==> src/rtl/uart_frame_pkg.sv <==
// Shared UART word-frame definitions: tag constants, sync byte, scheduler
// state encoding and the byte encoder used by the transmit side.
package uart_frame_pkg;

  localparam logic [1:0] TAG_SYNC  = 2'b00;
  localparam logic [1:0] TAG_HI    = 2'b01;
  localparam logic [1:0] TAG_MID   = 2'b10;
  localparam logic [1:0] TAG_LO    = 2'b11;
  localparam logic [7:0] SYNC_BYTE = 8'h00;

  typedef enum logic [1:0] {
    ST_IDLE,
    ST_GRANT,
    ST_LOAD,
    ST_WAIT
  } sched_state_e;

  // Byte index 0 is the optional sync byte; 1..3 carry the word, high part first.
  function automatic logic [7:0] frame_byte(input logic [1:0] idx, input logic [15:0] w);
    logic [7:0] b;
    case (idx)
      2'd0:    b = SYNC_BYTE;
      2'd1:    b = {TAG_HI, w[15:12], 2'b00};
      2'd2:    b = {TAG_MID, w[11:6]};
      default: b = {TAG_LO, w[5:0]};
    endcase
    return b;
  endfunction

endpackage

==> src/rtl/rr_arbiter.sv <==
// Round-robin arbiter: searches upward from the last winner (modulo N_REQ)
// and advances its pointer only when the caller accepts the grant.
module rr_arbiter #(
  parameter int unsigned N_REQ = 4,
  localparam int IDXW = $clog2(N_REQ)
) (
  input  logic             clk,
  input  logic             rst,
  input  logic [N_REQ-1:0] req_i,
  input  logic             update_i,
  output logic [N_REQ-1:0] grant_o,
  output logic [IDXW-1:0]  grant_idx_o,
  output logic             any_o
);

  logic [IDXW-1:0] ptr_q;
  logic [IDXW-1:0] ptr_d;
  logic [IDXW-1:0] cand;
  int              sum;

  always_comb begin
    grant_o     = '0;
    grant_idx_o = '0;
    any_o       = 1'b0;
    sum         = 0;
    cand        = '0;
    for (int k = 1; k <= int'(N_REQ); k++) begin
      sum  = (int'(ptr_q) + k) % int'(N_REQ);
      cand = IDXW'(sum);
      if (!any_o && req_i[cand]) begin
        any_o       = 1'b1;
        grant_idx_o = cand;
      end
    end
    if (any_o) grant_o[grant_idx_o] = 1'b1;
  end

  assign ptr_d = (update_i && any_o) ? grant_idx_o : ptr_q;

  // Pointer starts at the last requester so requester 0 wins first after reset.
  always_ff @(posedge clk) begin
    if (rst) ptr_q <= IDXW'(N_REQ - 1);
    else     ptr_q <= ptr_d;
  end

endmodule

==> src/rtl/uart_word_tx_scheduler.sv <==
// Shares one byte-wide UART transmitter between N_REQ word sources, sending
// each granted 16-bit word as a tagged 3-byte frame with optional sync byte.
module uart_word_tx_scheduler
  import uart_frame_pkg::*;
#(
  parameter int unsigned N_REQ   = 4,
  parameter bit          SYNC_EN = 1'b1
) (
  input  logic                clk,
  input  logic                rst,
  input  logic [N_REQ-1:0]    req,
  input  logic [16*N_REQ-1:0] word,
  output logic [N_REQ-1:0]    ack,
  output logic [7:0]          tx_din,
  output logic                tx_start,
  input  logic                tx_done_tick,
  output logic                busy
);

  localparam int IDXW = $clog2(N_REQ);

  sched_state_e     state_q, state_d;
  logic [15:0]      word_q, word_d;
  logic [1:0]       byte_idx_q, byte_idx_d;
  logic [N_REQ-1:0] ack_q, ack_d;
  logic [7:0]       tx_din_q, tx_din_d;
  logic             tx_start_q, tx_start_d;

  logic [N_REQ-1:0] arb_grant;
  logic [IDXW-1:0]  arb_idx;
  logic             arb_any;
  logic             arb_update;

  rr_arbiter #(.N_REQ(N_REQ)) u_arb (
    .clk        (clk),
    .rst        (rst),
    .req_i      (req),
    .update_i   (arb_update),
    .grant_o    (arb_grant),
    .grant_idx_o(arb_idx),
    .any_o      (arb_any)
  );

  always_comb begin
    state_d    = state_q;
    word_d     = word_q;
    byte_idx_d = byte_idx_q;
    ack_d      = '0;
    tx_start_d = 1'b0;
    tx_din_d   = tx_din_q;
    arb_update = 1'b0;
    case (state_q)
      ST_IDLE: if (|req) state_d = ST_GRANT;
      ST_GRANT: begin
        if (arb_any) begin
          arb_update = 1'b1;
          word_d     = word[{arb_idx, 4'b0000} +: 16];
          ack_d      = arb_grant;
          byte_idx_d = SYNC_EN ? 2'd0 : 2'd1;
          state_d    = ST_LOAD;
        end else begin
          state_d = ST_IDLE;
        end
      end
      ST_LOAD: begin
        tx_din_d   = frame_byte(byte_idx_q, word_q);
        tx_start_d = 1'b1;
        state_d    = ST_WAIT;
      end
      ST_WAIT: begin
        if (tx_done_tick) begin
          if (byte_idx_q == 2'd3) begin
            state_d = ST_IDLE;
          end else begin
            byte_idx_d = byte_idx_q + 2'd1;
            state_d    = ST_LOAD;
          end
        end
      end
      default: state_d = ST_IDLE;
    endcase
  end

  // A reset mid-frame lands in IDLE, where a late tx_done_tick has no effect.
  always_ff @(posedge clk) begin
    if (rst) begin
      state_q    <= ST_IDLE;
      word_q     <= '0;
      byte_idx_q <= '0;
      ack_q      <= '0;
      tx_din_q   <= 8'h00;
      tx_start_q <= 1'b0;
    end else begin
      state_q    <= state_d;
      word_q     <= word_d;
      byte_idx_q <= byte_idx_d;
      ack_q      <= ack_d;
      tx_din_q   <= tx_din_d;
      tx_start_q <= tx_start_d;
    end
  end

  assign ack      = ack_q;
  assign tx_din   = tx_din_q;
  assign tx_start = tx_start_q;
  assign busy     = (state_q != ST_IDLE);

endmodule

==> config.mk <==
export PLATFORM = sky130hd
export DESIGN_NAME = uart_word_tx_scheduler
export DESIGN_NICKNAME = d
export VERILOG_FILES = /design/src/rtl/uart_frame_pkg.sv /design/src/rtl/rr_arbiter.sv /design/src/rtl/uart_word_tx_scheduler.sv
export SDC_FILE = /design/constraint.sdc
export NUM_CORES = 1
export LEC_CHECK = 0
export ABC_AREA = 1
export BUFFER_PORTS_ARGS = -buffer_cell sky130_fd_sc_hd__buf_2
export CORE_ASPECT_RATIO = 0.8
export CORE_MARGIN = 2
export CORE_UTILIZATION = 49
export DETAILED_ROUTE_END_ITERATION = 16
export PLACE_DENSITY_LB_ADDON = 0.3
export SETUP_SLACK_MARGIN = 0.2
export SKIP_CTS_REPAIR_TIMING = 1
export SYNTH_ARGS = -nofsm -noshare
export SYNTH_HDL_FRONTEND = slang
export SYNTH_SLANG_ARGS = --single-unit
==> constraint.sdc <==
create_clock -name clk -period 2.72 [get_ports clk]
set_input_delay 0.544 -clock clk [delete_from_list [all_inputs] [get_ports clk]]
set_output_delay 0.544 -clock clk [all_outputs]
set_load 0.05 [all_outputs]
Yosys cells after proc, flatten, opt, wreduce, memory -nomap -nowiden --
Index checks and enable logic that the tools add are counted.
Operators by class: $add $sub $neg 5, magnitude comparators 6, eq/ne operators 10, shifts and indexed selects 1, muxes and demuxes 31, bitwise logic cells 2, reductions and logical operators 17
Operator list (number):
- 64-bit by 7-bit variable part select with 16-bit output | 1
- 8-bit one-hot mux with 3 select lines | 1
- 2-bit 2-to-1 mux | 11
- 2-bit by 3-bit less-than comparator with 1-bit output, second input constant | 5
- 1-bit 2-to-1 mux | 12
- 1-bit binary-select mux with 2-bit select | 4
- 2-bit equality test, second input constant | 4
- 2-bit one-hot mux with 4 select lines | 1
- 2-bit by 1-bit adder with 2-bit output, second input constant | 3
- 2-bit != test, second input constant | 3
- 1-bit logical AND | 5
- 2-bit adder, second input constant | 2
- 2-bit by 1-bit equality test with 1-bit output, second input constant | 2
- 2-bit logical NOT | 2
- 2-bit one-hot mux with 2 select lines | 1
- 2-bit AND reduction | 2
- 4-bit AND reduction | 1
- 2-bit nonzero test | 2
- 4-bit OR reduction | 1
- 1-bit logical NOT | 3
- 3-bit OR reduction | 1
- 1-bit demux with 2-bit select | 1
- 2-bit by 1-bit >= comparator with 1-bit output, second input constant | 1
- 2-bit by 1-bit != test with 1-bit output, second input constant | 1
- 1-bit NOT | 2
Storage, ports and cells: register bits after elaboration 35, input port bits 71, logic and storage cells 79

Longest topological paths before layout --
depth after elaboration 17, depth in mapped cells 17, mapped depth without buffers 15

Modules after synthesis --
From an unflattened synthesis, not the netlist that was laid out.
Second synthesis, totals: cell total of the unflattened synthesis 399, area, all modules 2429.8 um^2
By module, submodules not included:
- uart_word_tx_scheduler | times used 1, cells an instance 324, area each 1960.6 um^2, seq. area each 660.6 um^2
- rr_arbiter | times used 1, cells an instance 75, area each 469.2 um^2, seq. area each 40.0 um^2

Worst setup path before layout --
Ideal clock, no wire load.
path type input to register, from input port req[0], to register word_q[8], data arrival time 1.552 ns, slack 1.059 ns, stages on the path 13, cell sequence nand2_1 -> nand2_1 -> nand2_2 -> nand2_1 -> inv_2 -> nand4_2 -> nor2_2 -> nor2_4 -> buf_6 -> nand2_1 -> nand3_1 -> nand2_1 -> inv_1
Between the ends: cells in the longest elaborated chain, start to end 13, elaborated cells on any way between the ends 24
RTL lines:
- start: declaration | RTL line uart_word_tx_scheduler.sv:11 | input logic [N_REQ-1:0] req,
- 1-bit binary-select mux with 2-bit select | RTL line rr_arbiter.sv:30 | if (!any_o && req_i[cand]) begin
- 1-bit 2-to-1 mux (implied by the code) | RTL line rr_arbiter.sv:30
- 1-bit 2-to-1 mux | RTL line rr_arbiter.sv:30
- 1-bit logical NOT | RTL line rr_arbiter.sv:30
- 1-bit logical AND | RTL line rr_arbiter.sv:30
- 1-bit 2-to-1 mux | RTL line rr_arbiter.sv:30
- 1-bit logical NOT | RTL line rr_arbiter.sv:30
- 1-bit logical AND | RTL line rr_arbiter.sv:30
- 1-bit 2-to-1 mux | RTL line rr_arbiter.sv:30
- 1-bit logical NOT | RTL line rr_arbiter.sv:30
- 1-bit logical AND | RTL line rr_arbiter.sv:30
- 2-bit 2-to-1 mux or 1-bit 2-to-1 mux (tied branches) | RTL line rr_arbiter.sv:30
- 64-bit by 7-bit variable part select with 16-bit output or 2-bit AND reduction (tied branches)
- end signal: assignment | RTL line uart_word_tx_scheduler.sv:95 | word_q <= word_d;
- end: declaration | RTL line uart_word_tx_scheduler.sv:23 | logic [15:0] word_q, word_d;
Parallel ways exist; a longest one is shown, timed or not. The select of a mux whose other input is x is not followed. A chain may end at the register's enable or synchronous reset.

Worst setup path in the final report --
from register u_arb.ptr_q[0], to register word_q[8]
Between the ends: cells in the longest elaborated chain, start to end 14, elaborated cells on any way between the ends 28
RTL lines:
- start: declaration | RTL line rr_arbiter.sv:16 | logic [IDXW-1:0] ptr_q;
- start signal: assignment | RTL line rr_arbiter.sv:42 | if (rst) ptr_q <= IDXW'(N_REQ - 1);
- start signal: assignment | RTL line rr_arbiter.sv:43 | else ptr_q <= ptr_d;
- 2-bit by 1-bit adder with 2-bit output | RTL line rr_arbiter.sv:28 | sum = (int'(ptr_q) + k) % int'(N_REQ);
- 1-bit binary-select mux with 2-bit select | RTL line rr_arbiter.sv:30
- 1-bit 2-to-1 mux (implied by the code) | RTL line rr_arbiter.sv:30
- 1-bit 2-to-1 mux | RTL line rr_arbiter.sv:30
- 1-bit logical NOT | RTL line rr_arbiter.sv:30
- 1-bit logical AND | RTL line rr_arbiter.sv:30
- 1-bit 2-to-1 mux | RTL line rr_arbiter.sv:30
- 1-bit logical NOT | RTL line rr_arbiter.sv:30
- 1-bit logical AND | RTL line rr_arbiter.sv:30
- 1-bit 2-to-1 mux | RTL line rr_arbiter.sv:30
- 1-bit logical NOT | RTL line rr_arbiter.sv:30
- 1-bit logical AND | RTL line rr_arbiter.sv:30
- 2-bit 2-to-1 mux or 1-bit 2-to-1 mux (tied branches) | RTL line rr_arbiter.sv:30
- 64-bit by 7-bit variable part select with 16-bit output or 2-bit AND reduction (tied branches)
Parallel ways exist; a longest one is shown, timed or not. The select of a mux whose other input is x is not followed.

==> qor.csv <==
metric;value;unit
status;finished clean;
Hold Fails Final Rpt;0;
H-tree levels;2;
n_diodes;0;
final slew viol count;0;
DP Worst Slack;534;ps
Die ar.;0.00537;mm²
syn_nets;467;
Least-Margin Pin Slew;450;ps
drc violations;0;
I/O pin count;85;
grt met1 use;33.0;%
gpl congestion;0.835;
Vias;2607;
final worst path period share;81.7;%
count leader, synth;nand2_1;
Synth cell types;29;
Setup Skew;10.0;ps
Top Usage Layer GRT;met2;
TritonCTS Buffers;5;
max_slew headroom;69.9;%
vias in the first global route;2375;
CTS tree;built;
top-area cell type share of the netlist area;29.8;%
drt initial violations;144;
DIE HEIGHT;65.9;µm
hold slack;513;ps
met3 Use GR;4.23;%
gr usage total;24.8;%
GR Overflow Total;0;
fin nets;543;
post-route ant nets;0;
# fillers;472;
asr flop ratio synth;0;%
chip width;81.4;µm
Syn. warnings;0;
Hold Crit Class;flop to flop;
first-pass GRT wire length;10400;µm
layout cells sized above 1;23.4;%
number of synthesized flops with an enable pin;0;
Root Buffer Master;clkbuf_8;
CP Launch Type;flop;
Lkg Pwr;1.61;nW
register area share after synthesis;29.8;%
initial antenna violation count;0;
final core occ;61.6;%
cells after synthesis;393;
Setup TNS;0;ps
Clock Sinks;35;
Longest Clk Path Bufs;2;
Clock Pin Slew Worst Setup and Hold Paths;70;ps
synth cell count leaders;147 x nand2_1, 52 x nand3_1, 41 x inv_1;
post-synth top area cell;dfxtp_1;
P per Cell Area;649;mW/mm²
DR vias/cell;4.92;
critical path type;flop to flop;
RSZ-0062 raised after global routing;false;
minimum clock period;2220;ps
top_reg_cell synth;dfxtp_1;
I/O Buffers;84;
DR pass1 iterations;4;
initial core utilization;51.1;%
Worst-Skew Late Latency;290;ps
Layout area overhead;20.6;%
final WL;6170;µm
WP data required;2960;ps
fmax;450;MHz
largest net degree at the start of global routing;37;
Post-Syn Area;0.00235;mm²
max cap viols;0;
per-cell routed wire length;11.6;µm
final instance area;0.00283;mm²
syn_area_per_cell;5.98;µm²
Setup-failing EPs final;0;
dominant cells by area after synthesis;dfxtp_1 30%, nand2_1 23%, nand3_1 11%, inv_1 6.6%, nor2_1 4.8%;
worst-case vdd ir drop;0.319;mV
Rows;22;
met2 global-route usage;41.3;%
core area;0.00460;mm²
area post-placement;0.00275;mm²
Max Fanout on Critical Path;36;
Arrival @ worst endpoint;2470;ps
setup slack after layout;497;ps
#FFs+latches synth;35;
Critical Path Sink Type;flop;
HPWL Detailed;4700;µm
## per-layer routing
layer | wire (µm) | vias to the layer above
met5 | 0 | -
met4 | 0 | 0
met3 | 406 | 0
met2 | 2880 | 78
met1 | 2880 | 1141
li1 | - | 1388
## final timing paths
path / start / end / slack (ps) / depth (start not counted)
hold / removal: byte_idx_q[1]$_SDFFE_PP0P_ / byte_idx_q[1]$_SDFFE_PP0P_ / 510 / 2
hold reg to reg: byte_idx_q[1]$_SDFFE_PP0P_ / byte_idx_q[1]$_SDFFE_PP0P_ / 510 / 2
setup reg to reg: u_arb.ptr_q[0]$_SDFFE_PP1P_ / word_q[8]$_SDFFE_PP0P_ / 500 / 14
setup / recovery: u_arb.ptr_q[0]$_SDFFE_PP1P_ / word_q[8]$_SDFFE_PP0P_ / 500 / 14
## critical path, cell delays in order, from the launching register on
cell	delay (ps)
dfxtp_1	570
inv_2	120
nand2_1	80
nand2_1	80
nand2_1	120
nand2_1	70
nand2_2	90
nand3_4	210
nand2_4	360
nand2_1	80
nand2_1	120
nand2_1	60
nand3_1	80
nand2_1	60
inv_1	50
## cells in the final DEF, fill, tap and decap left out, drive strengths merged
master	instances
nand2	153
buf	89
nand3	53
inv	44
dfxtp	35
nor2	32
a21oi	19
o21ai	16
clkbuf	7
nor3	6
o22ai	3
a31oi	3
ha	3
nand4	2
and2	1
o21bai	1
a211oi	1
a2111oi	1
clkinv	1
## per-stage QoR
step	std cells	power, mW
2_1_floorplan	393	1.34
3_3_place_gp	522	1.47
3_5_place_dp	522	1.48
4_1_cts	530	1.85
5_1_grt	530	2.00
6_report	530	1.84
## flip-flops by register name (all words and copies together), names as in the netlist
name / count
ack: 4
tx_start: 1
state_q: 2
u_arb.ptr_q: 2
word_q: 16
tx_din: 8
byte_idx_q: 2
## power breakdown
part / total [mW] / switching, mW / internal (mW) / leakage (nW)
Sequential: 0.607 / 0.0349 / 0.572 / 0.288
Clock: 0.360 / 0.181 / 0.179 / 0.0422
Combinational: 0.870 / 0.589 / 0.282 / 1.28
## area by class of cell
cell class | instances | area, µm² | share of cell area, %
timing repair buffer | 89 | 458 | 16.2
clock buffer | 7 | 76.3 | 2.69
inverter | 44 | 165 | 5.83
sequential | 35 | 701 | 24.7
multi-input combinational | 294 | 1350 | 47.7
tap | 60 | 75.1 | 2.65
clock inverter | 1 | 5.00 | 0.177
## kinds of logic (layout without fill, tap and decap cells)
family,after synthesis,count (layout),synth area share [%]
simple gates,247,247,45.4
buf+inv,64,141,12.6
compound gates,44,44,10.5
flops,35,35,29.8
fa+ha+maj,3,3,1.60
No activity file was read; power rests on OpenSTA's default activity.
